$ cat config.mk
export PLATFORM = sky130hd
export DESIGN_NAME = ssd_display_arbiter_flat
export DESIGN_NICKNAME = d
export VERILOG_FILES = /design/src/rtl/ssd_display_arbiter_if.sv /design/src/rtl/ssd_display_arbiter.sv /design/src/flat_wrapper.sv
export SDC_FILE = /design/constraint.sdc
export NUM_CORES = 1
export LEC_CHECK = 0
export CORE_ASPECT_RATIO = 0.5
export CORE_MARGIN = 2
export CORE_UTILIZATION = 42
export DETAILED_ROUTE_END_ITERATION = 7
export PLACE_DENSITY = 0.82
export SLEW_MARGIN = 20
export SYNTH_ARGS = -nofsm -noshare
export SYNTH_HDL_FRONTEND = slang
export SYNTH_SLANG_ARGS = --single-unit
$ cat constraint.sdc
create_clock -name Clk -period 4.4 [get_ports Clk]
set_input_delay 0.66 -clock Clk [delete_from_list [all_inputs] [get_ports Clk]]
set_output_delay 0.66 -clock Clk [all_outputs]
set_load 0.03 [all_outputs]
$ cat src/rtl/ssd_display_arbiter_if.sv
// Requester-side bus of the seven-segment display arbiter: requests and words in,
// grant/owner status and the selected display word out.
interface ssd_display_arbiter_if #(
  parameter int NUM_REQ = 4,
  parameter int DATA_W  = 32
);
  logic [NUM_REQ-1:0]        req;
  logic [NUM_REQ*DATA_W-1:0] data;
  logic [NUM_REQ-1:0]        grant;
  logic [2:0]                owner;
  logic [DATA_W-1:0]         encoded;
  logic                      busy;
  logic                      slot_done;

  modport master (
    output req, data,
    input  grant, owner, encoded, busy, slot_done
  );

  modport slave (
    input  req, data,
    output grant, owner, encoded, busy, slot_done
  );
endinterface

$ cat src/rtl/ssd_display_arbiter.sv
// Round-robin time-slot arbiter sharing one 8-digit seven-segment display between requesters.
// Optional macro SSD_ARB_PRIORITY_EN: requester 0 preempts and holds with no dwell limit.
module ssd_display_arbiter #(
  parameter int NUM_REQ      = 4,
  parameter int DWELL_CYCLES = 1000,
  parameter int DATA_W       = 32
) (
  input logic               Clk,
  input logic               Reset_n,
  ssd_display_arbiter_if.slave bus
);
  localparam int CNT_W = (DWELL_CYCLES > 2) ? $clog2(DWELL_CYCLES) : 1;
  localparam logic [CNT_W-1:0] CNT_LAST = CNT_W'(DWELL_CYCLES - 1);

  localparam logic [0:0] IDLE = 1'b0;
  localparam logic [0:0] HOLD = 1'b1;

  logic [0:0]         state, state_n;
  logic [CNT_W-1:0]   cnt, cnt_n;
  logic [2:0]         rr, rr_n;
  logic [2:0]         owner, owner_n;
  logic [NUM_REQ-1:0] grant_q;
  logic [DATA_W-1:0]  encoded_q, enc_sel;
  logic               slot_done_q;
  logic               owner_req;
  logic [3:0]         pick_res;

  // Returns {found, index} of the first set request at or after start, wrapping.
  function automatic logic [3:0] pick(input logic [NUM_REQ-1:0] r, input logic [2:0] start);
    logic [3:0]         res;
    logic [NUM_REQ-1:0] r_sh;
    int unsigned        k;
    res = '0;
    for (int unsigned i = 0; i < NUM_REQ; i++) begin
      k = 32'(start) + i;
      if (k >= NUM_REQ) k = k - NUM_REQ;
      r_sh = r >> k;
      if (!res[3] && r_sh[0]) res = {1'b1, 3'(k)};
    end
    return res;
  endfunction

  function automatic logic [2:0] wrap_inc(input logic [2:0] x);
    return (int'(x) == NUM_REQ - 1) ? 3'd0 : x + 3'd1;
  endfunction

  always_comb begin
    logic [NUM_REQ-1:0]        req_sh;
    logic [NUM_REQ*DATA_W-1:0] data_sh;
    req_sh    = bus.req >> owner;
    owner_req = req_sh[0];
    enc_sel   = '0;
    data_sh   = '0;
    for (int unsigned k = 0; k < NUM_REQ; k++) begin
      if (owner == 3'(k)) begin
        data_sh = bus.data >> (k * DATA_W);
        enc_sel = data_sh[DATA_W-1:0];
      end
    end
  end

  always_comb begin
    state_n  = state;
    cnt_n    = cnt;
    rr_n     = rr;
    owner_n  = owner;
    pick_res = '0;
    if (state == IDLE) begin
      pick_res = pick(bus.req, rr);
`ifdef SSD_ARB_PRIORITY_EN
      if (bus.req[0]) pick_res = {1'b1, 3'd0};
`endif
      if (pick_res[3]) begin
        state_n = HOLD;
        owner_n = pick_res[2:0];
        cnt_n   = '0;
      end
    end else begin
      cnt_n = cnt + 1'b1;
      // Expiry wins over a same-cycle release, so both share this path.
      if (!owner_req || cnt == CNT_LAST) begin
        rr_n     = wrap_inc(owner);
        pick_res = pick(bus.req, wrap_inc(owner));
        cnt_n    = '0;
        if (pick_res[3]) owner_n = pick_res[2:0];
        else             state_n = IDLE;
      end
`ifdef SSD_ARB_PRIORITY_EN
      // Priority owner: no dwell limit, and the round-robin pointer is left untouched.
      if (owner == 3'd0) begin
        rr_n    = rr;
        cnt_n   = '0;
        owner_n = 3'd0;
        state_n = HOLD;
        if (!bus.req[0]) begin
          pick_res = pick(bus.req, rr);
          if (pick_res[3]) owner_n = pick_res[2:0];
          else             state_n = IDLE;
        end
      end else if (bus.req[0]) begin
        rr_n    = rr;
        cnt_n   = '0;
        owner_n = 3'd0;
        state_n = HOLD;
      end
`endif
    end
  end

  always_ff @(posedge Clk or negedge Reset_n) begin
    if (!Reset_n) begin
      state       <= IDLE;
      cnt         <= '0;
      rr          <= '0;
      owner       <= '0;
      grant_q     <= '0;
      encoded_q   <= '0;
      slot_done_q <= 1'b0;
    end else begin
      state       <= state_n;
      cnt         <= cnt_n;
      rr          <= rr_n;
      owner       <= owner_n;
      grant_q     <= (state_n == HOLD) ? (NUM_REQ'(1) << owner_n) : '0;
      encoded_q   <= (state == HOLD && state_n == HOLD) ? enc_sel : '0;
      // Pulse is aligned with the last cycle of the slot, not the one after it.
      slot_done_q <= (state_n == HOLD) && (cnt_n == CNT_LAST);
    end
  end

  assign bus.grant     = grant_q;
  assign bus.owner     = owner;
  assign bus.encoded   = encoded_q;
  assign bus.busy      = (state == HOLD);
  assign bus.slot_done = slot_done_q;
endmodule

$ cat src/flat_wrapper.sv
// flat-port wrapper written by rule: the top's interface ports become plain ports
module ssd_display_arbiter_flat 
#(
  parameter int NUM_REQ      = 4,
  parameter int DWELL_CYCLES = 1000,
  parameter int DATA_W       = 32
)
  (Clk, Reset_n, bus_req, bus_data, bus_grant, bus_owner, bus_encoded, bus_busy, bus_slot_done);
  ssd_display_arbiter_if #(.NUM_REQ(NUM_REQ), .DATA_W(DATA_W)) bus_i ();
  input logic Clk;
  input logic Reset_n;
  input wire logic [$bits(bus_i.req)-1:0] bus_req;
  input wire logic [$bits(bus_i.data)-1:0] bus_data;
  output wire logic [$bits(bus_i.grant)-1:0] bus_grant;
  output wire logic [$bits(bus_i.owner)-1:0] bus_owner;
  output wire logic [$bits(bus_i.encoded)-1:0] bus_encoded;
  output wire logic [$bits(bus_i.busy)-1:0] bus_busy;
  output wire logic [$bits(bus_i.slot_done)-1:0] bus_slot_done;
  assign bus_i.req = bus_req;
  assign bus_i.data = bus_data;
  assign bus_grant = bus_i.grant;
  assign bus_owner = bus_i.owner;
  assign bus_encoded = bus_i.encoded;
  assign bus_busy = bus_i.busy;
  assign bus_slot_done = bus_i.slot_done;
  ssd_display_arbiter #(.NUM_REQ(NUM_REQ), .DWELL_CYCLES(DWELL_CYCLES), .DATA_W(DATA_W)) u_core (.Clk(Clk), .Reset_n(Reset_n), .bus(bus_i));
endmodule
==> impl_metrics.py <==
metrics = {
    "run_status": {
        "run_status": "finished clean",
    },
    "floorplan": {
        "pin_count": 175,
        "die_area_um2": 9580,
        "core-area_um2": 8620,
        "dieHeight_um": 70.2,
        "floorplan.die.width_um": 136,
        "rows": 24,
        "initial_core_util_pct": 42.7,
    },
    "sta": {
        "hold_viol": 0,
        "finalSetupViolations": 0,
        "final.setup.tns_ns": 0,
        "final_max_slew_viol_count": 0,
        "clock.fmax_ghz": 0.269,
        "finalClockSkew_ns": 0.00560,
        "rsz0062_at_grt": "false",
        "fin_crit_sh_pct": 84.5,
        "max_slew.worst_pin.slew_ns": 0.996,
        "finalWorstPathRequiredPeriod_ns": 3.72,
        "relSlewSlack_pct": 32.5,
    },
    "cts": {
        "clk_latency_ns": 0.30,
        "clk_path_buf_depth": 2,
        "ctsHoldBuffers": 0,
        "path_clk_slew_ns": 0.07,
        "clockRootBuffer": "clkbuf_16",
        "cts_tree": "built",
        "cts_resized": 0,
        "post-cts-setup-buffers": 0,
        "cts_made_buffers": 5,
        "cts_sinks": 54,
        "htreeDepth": 2,
    },
    "yosys": {
        "synth.distinct_cells": 56,
        "synth_area_um2": 3680,
        "synthCells": 444,
        "synth_flop_cell": "dfrtp_1",
        "syn_nets": 589,
        "synth.yosys.seq_area_share_pct": 36.7,
        "synth_top_cell_area_share_pct": 36.7,
        "yosys.area.top_type": "dfrtp_1",
        "avgSynthCellArea_um2": 8.30,
        "ys_seq_elements": 54,
        "async_reset_ff_share_pct": 100,
        "synth-edff-count": 0,
        "synth.area.top_cells": "dfrtp_1 (37%), nor2_1 (8.3%), a221oi_1 (7.6%)",
        "ys_warn_count": 0,
    },
    "global_route": {
        "grt_max_degree": 55,
        "grt_pass1_vias": 3887,
        "grt_pass1_wl_um": 19700,
        "overflow": 0,
        "antenna_found_initial": 0,
        "grt_usage_pct": 26.0,
    },
    "final_layout": {
        "fin_cells": 715,
        "nNetsFinal": 742,
        "area.growth.synth_to_final_pct": 53.7,
        "antenna_cells": 0,
        "layout-drive-gt1-share_pct": 5.69,
    },
    "worst_setup_path": {
        "path_buf_inv": 2,
        "critPathTopFamily": "compound AO/OA/AOI/OAI gates",
        "cp-start-kind": "register",
        "crit_type": "register to register",
        "cp_max_fo": 17,
        "rr_worst_depth": 11,
        "timing.rr.start": "u_core.bus.owner[1]",
        "cp_slowest_cell": "ha_1",
        "cp-end-kind": "register",
        "worstPathRequired_ns": 4.60,
        "cpPeakStageDelay_ns": 0.65,
        "cp_cell_sequence": "inv_1, ha_1, inv_1, ha_1, o21ai_0, o211ai_1, a211oi_1, a21oi_1, a21oi_1, o221ai_1, a211oi_1",
        "crit_arrival_ns": 3.92,
        "reg2reg_slack_ns": 0.68,
        "reg2reg_to": "u_core.bus.grant[2]",
    },
    "placed_design": {
        "hpwl_um": 8910,
        "port-buffer-count": 174,
        "dp_cells": 707,
        "place_congestion": 0.957,
    },
    "power_and_ir_drop": {
        "p_leak_nw": 2.35,
        "irDropWorstVdd_v": 0.000416,
        "p_per_area_nw_per_um2": 741,
    },
    "route": {
        "routed-wl-met2_um": 5870,
        "top_layer": "met4",
        "ant_nets": 0,
        "drt_iter0_drc": 258,
        "wl_per_cell_um": 16.9,
        "wl_um": 12100,
        "first_pass_iters": 5,
        "drc": 0,
        "met1Wirelength_um": 5220,
        "dr_wl_met3_um": 714,
        "vias": 4045,
        "routed_via_density": 5.66,
    },
    "hold_path": {
        "hold_class": "input port to asynchronous set/reset pin",
    },
    "flow_run": {
        "cap_violations": 0,
    },
}
[kinds of logic after synthesis]
family | synth area share (%)
compound gates | 25.3
xor+xnor | 1.19
fa+ha+maj | 3.74
buf+inv | 5.50
flops | 36.7
mux | 4.31
simple gates | 23.2
[report_power, final]
part | internal [mW] | leakage [nW] | switching (mW) | total, mW
Combinational | 1.17 | 1.58 | 1.75 | 2.92
Sequential | 0.706 | 0.687 | 0.120 | 0.826
Clock | 0.270 | 0.0842 | 0.181 | 0.451
[metrics by stage]
stage	instance area, µm²	power [mW]	hold slack, ns	utilization (%)	worst slack (ns)
final	5660	4.19	0.480	65.7	0.683
after global routing	5660	4.52	0.538	65.7	0.451
after CTS	5660	4.19	0.511	65.7	0.785
after detailed placement	5490	3.73	0.525	63.7	0.820
after global placement	5490	3.67	0.518	63.7	0.945
after floorplan	3680	2.82	0.364	-	1.06
[flip-flops by register name, summed over array words and instances (netlist names)]
signal / flops
u_core.cnt: 10
u_core.bus.busy: 1
u_core.rr: 3
u_core.bus.slot_done: 1
u_core.bus.owner: 3
u_core.bus.encoded: 32
u_core.bus.grant: 4
[Yosys cell counts, types with 2 or more instances]
master and count:
buf_6 2, nand3_1 8, mux4_2 2, and3_1 4, ha_1 11, nand2b_1 7, a2bb2oi_1 2, and4b_1 3
mux2_2 3, nor2_1 81, o41ai_1 2, xor2_1 4, nor2b_1 5, o311a_1 3, nand4b_1 2, nor3_1 35
a221oi_1 32, o21ai_1 3, clkbuf_1 25, o21ai_0 17, mux2i_1 8, a2111oi_0 2, dfrtp_1 54, o211ai_1 3
o31ai_1 5, nand2_1 25, a211oi_1 6, buf_2 9, a21oi_1 42, o211a_1 2, inv_1 10, nand4_1 3
[worst max path at each step]
| stage | to | startpoint | depth (start not counted) | slack (ns) |
|---|---|---|---|---|
| detailed placement | u_core.bus.grant[0] | u_core.bus.owner[1] | 11 | 0.82 |
| CTS | u_core.bus.grant[0] | u_core.bus.owner[1] | 11 | 0.79 |
| finish | u_core.bus.grant[2] | u_core.bus.owner[1] | 11 | 0.68 |
| global placement | u_core.bus.slot_done | bus_req[2] | 9 | 0.95 |
| floorplan | u_core.bus.grant[1] | u_core.bus.owner[0] | 13 | 1.06 |
| global route | u_core.bus.grant[2] | u_core.bus.owner[1] | 11 | 0.45 |
[cell type report]
| cell class | count | area, µm² |
|---|---|---|
| sequential | 54 | 1350 |
| inverter | 10 | 37.5 |
| clock inverter | 3 | 43.8 |
| timing repair buffer | 183 | 1800 |
| tap | 117 | 146 |
| fill | 724 | 2960 |
| multi-input combinational | 343 | 2150 |
| clock buffer | 5 | 125 |
[per-layer routing]
layer | vias up | global-route usage [%]
met2 | 139 | 42.9
li1 | 1942 | -
met4 | 0 | 8.10
met5 | - | 0
met1 | 1937 | 34.8
met3 | 27 | 4.72
[layout by cell type, fill, tap and decap left out, types with 2 or more instances in the layout]
| master | count |
|---|---|
| nand2_1 | 24 |
| nor2b_2 | 2 |
| o311a_1 | 3 |
| buf_4 | 9 |
| xor2_1 | 4 |
| o31ai_1 | 5 |
| mux2_2 | 3 |
| dfrtp_1 | 54 |
| nor2_1 | 81 |
| o41ai_1 | 2 |
| a221oi_1 | 32 |
| nand2b_1 | 7 |
| a2111oi_0 | 2 |
| nand3_1 | 8 |
| nand4_1 | 3 |
| o211a_1 | 2 |
| o21ai_1 | 2 |
| o211ai_1 | 3 |
| ha_1 | 11 |
| and3_1 | 4 |
| o21ai_0 | 17 |
| inv_1 | 10 |
| nor2b_1 | 2 |
| a211oi_1 | 6 |
| mux2i_1 | 8 |
| mux4_2 | 2 |
| a2bb2oi_1 | 2 |
| nand4b_1 | 2 |
| clkdlybuf4s50_1 | 173 |
| and4b_1 | 3 |
| nor3_1 | 35 |
| o21ai_2 | 2 |
| a21oi_1 | 42 |
| clkbuf_16 | 5 |
Note: power is estimated with default switching activity, not from simulation.
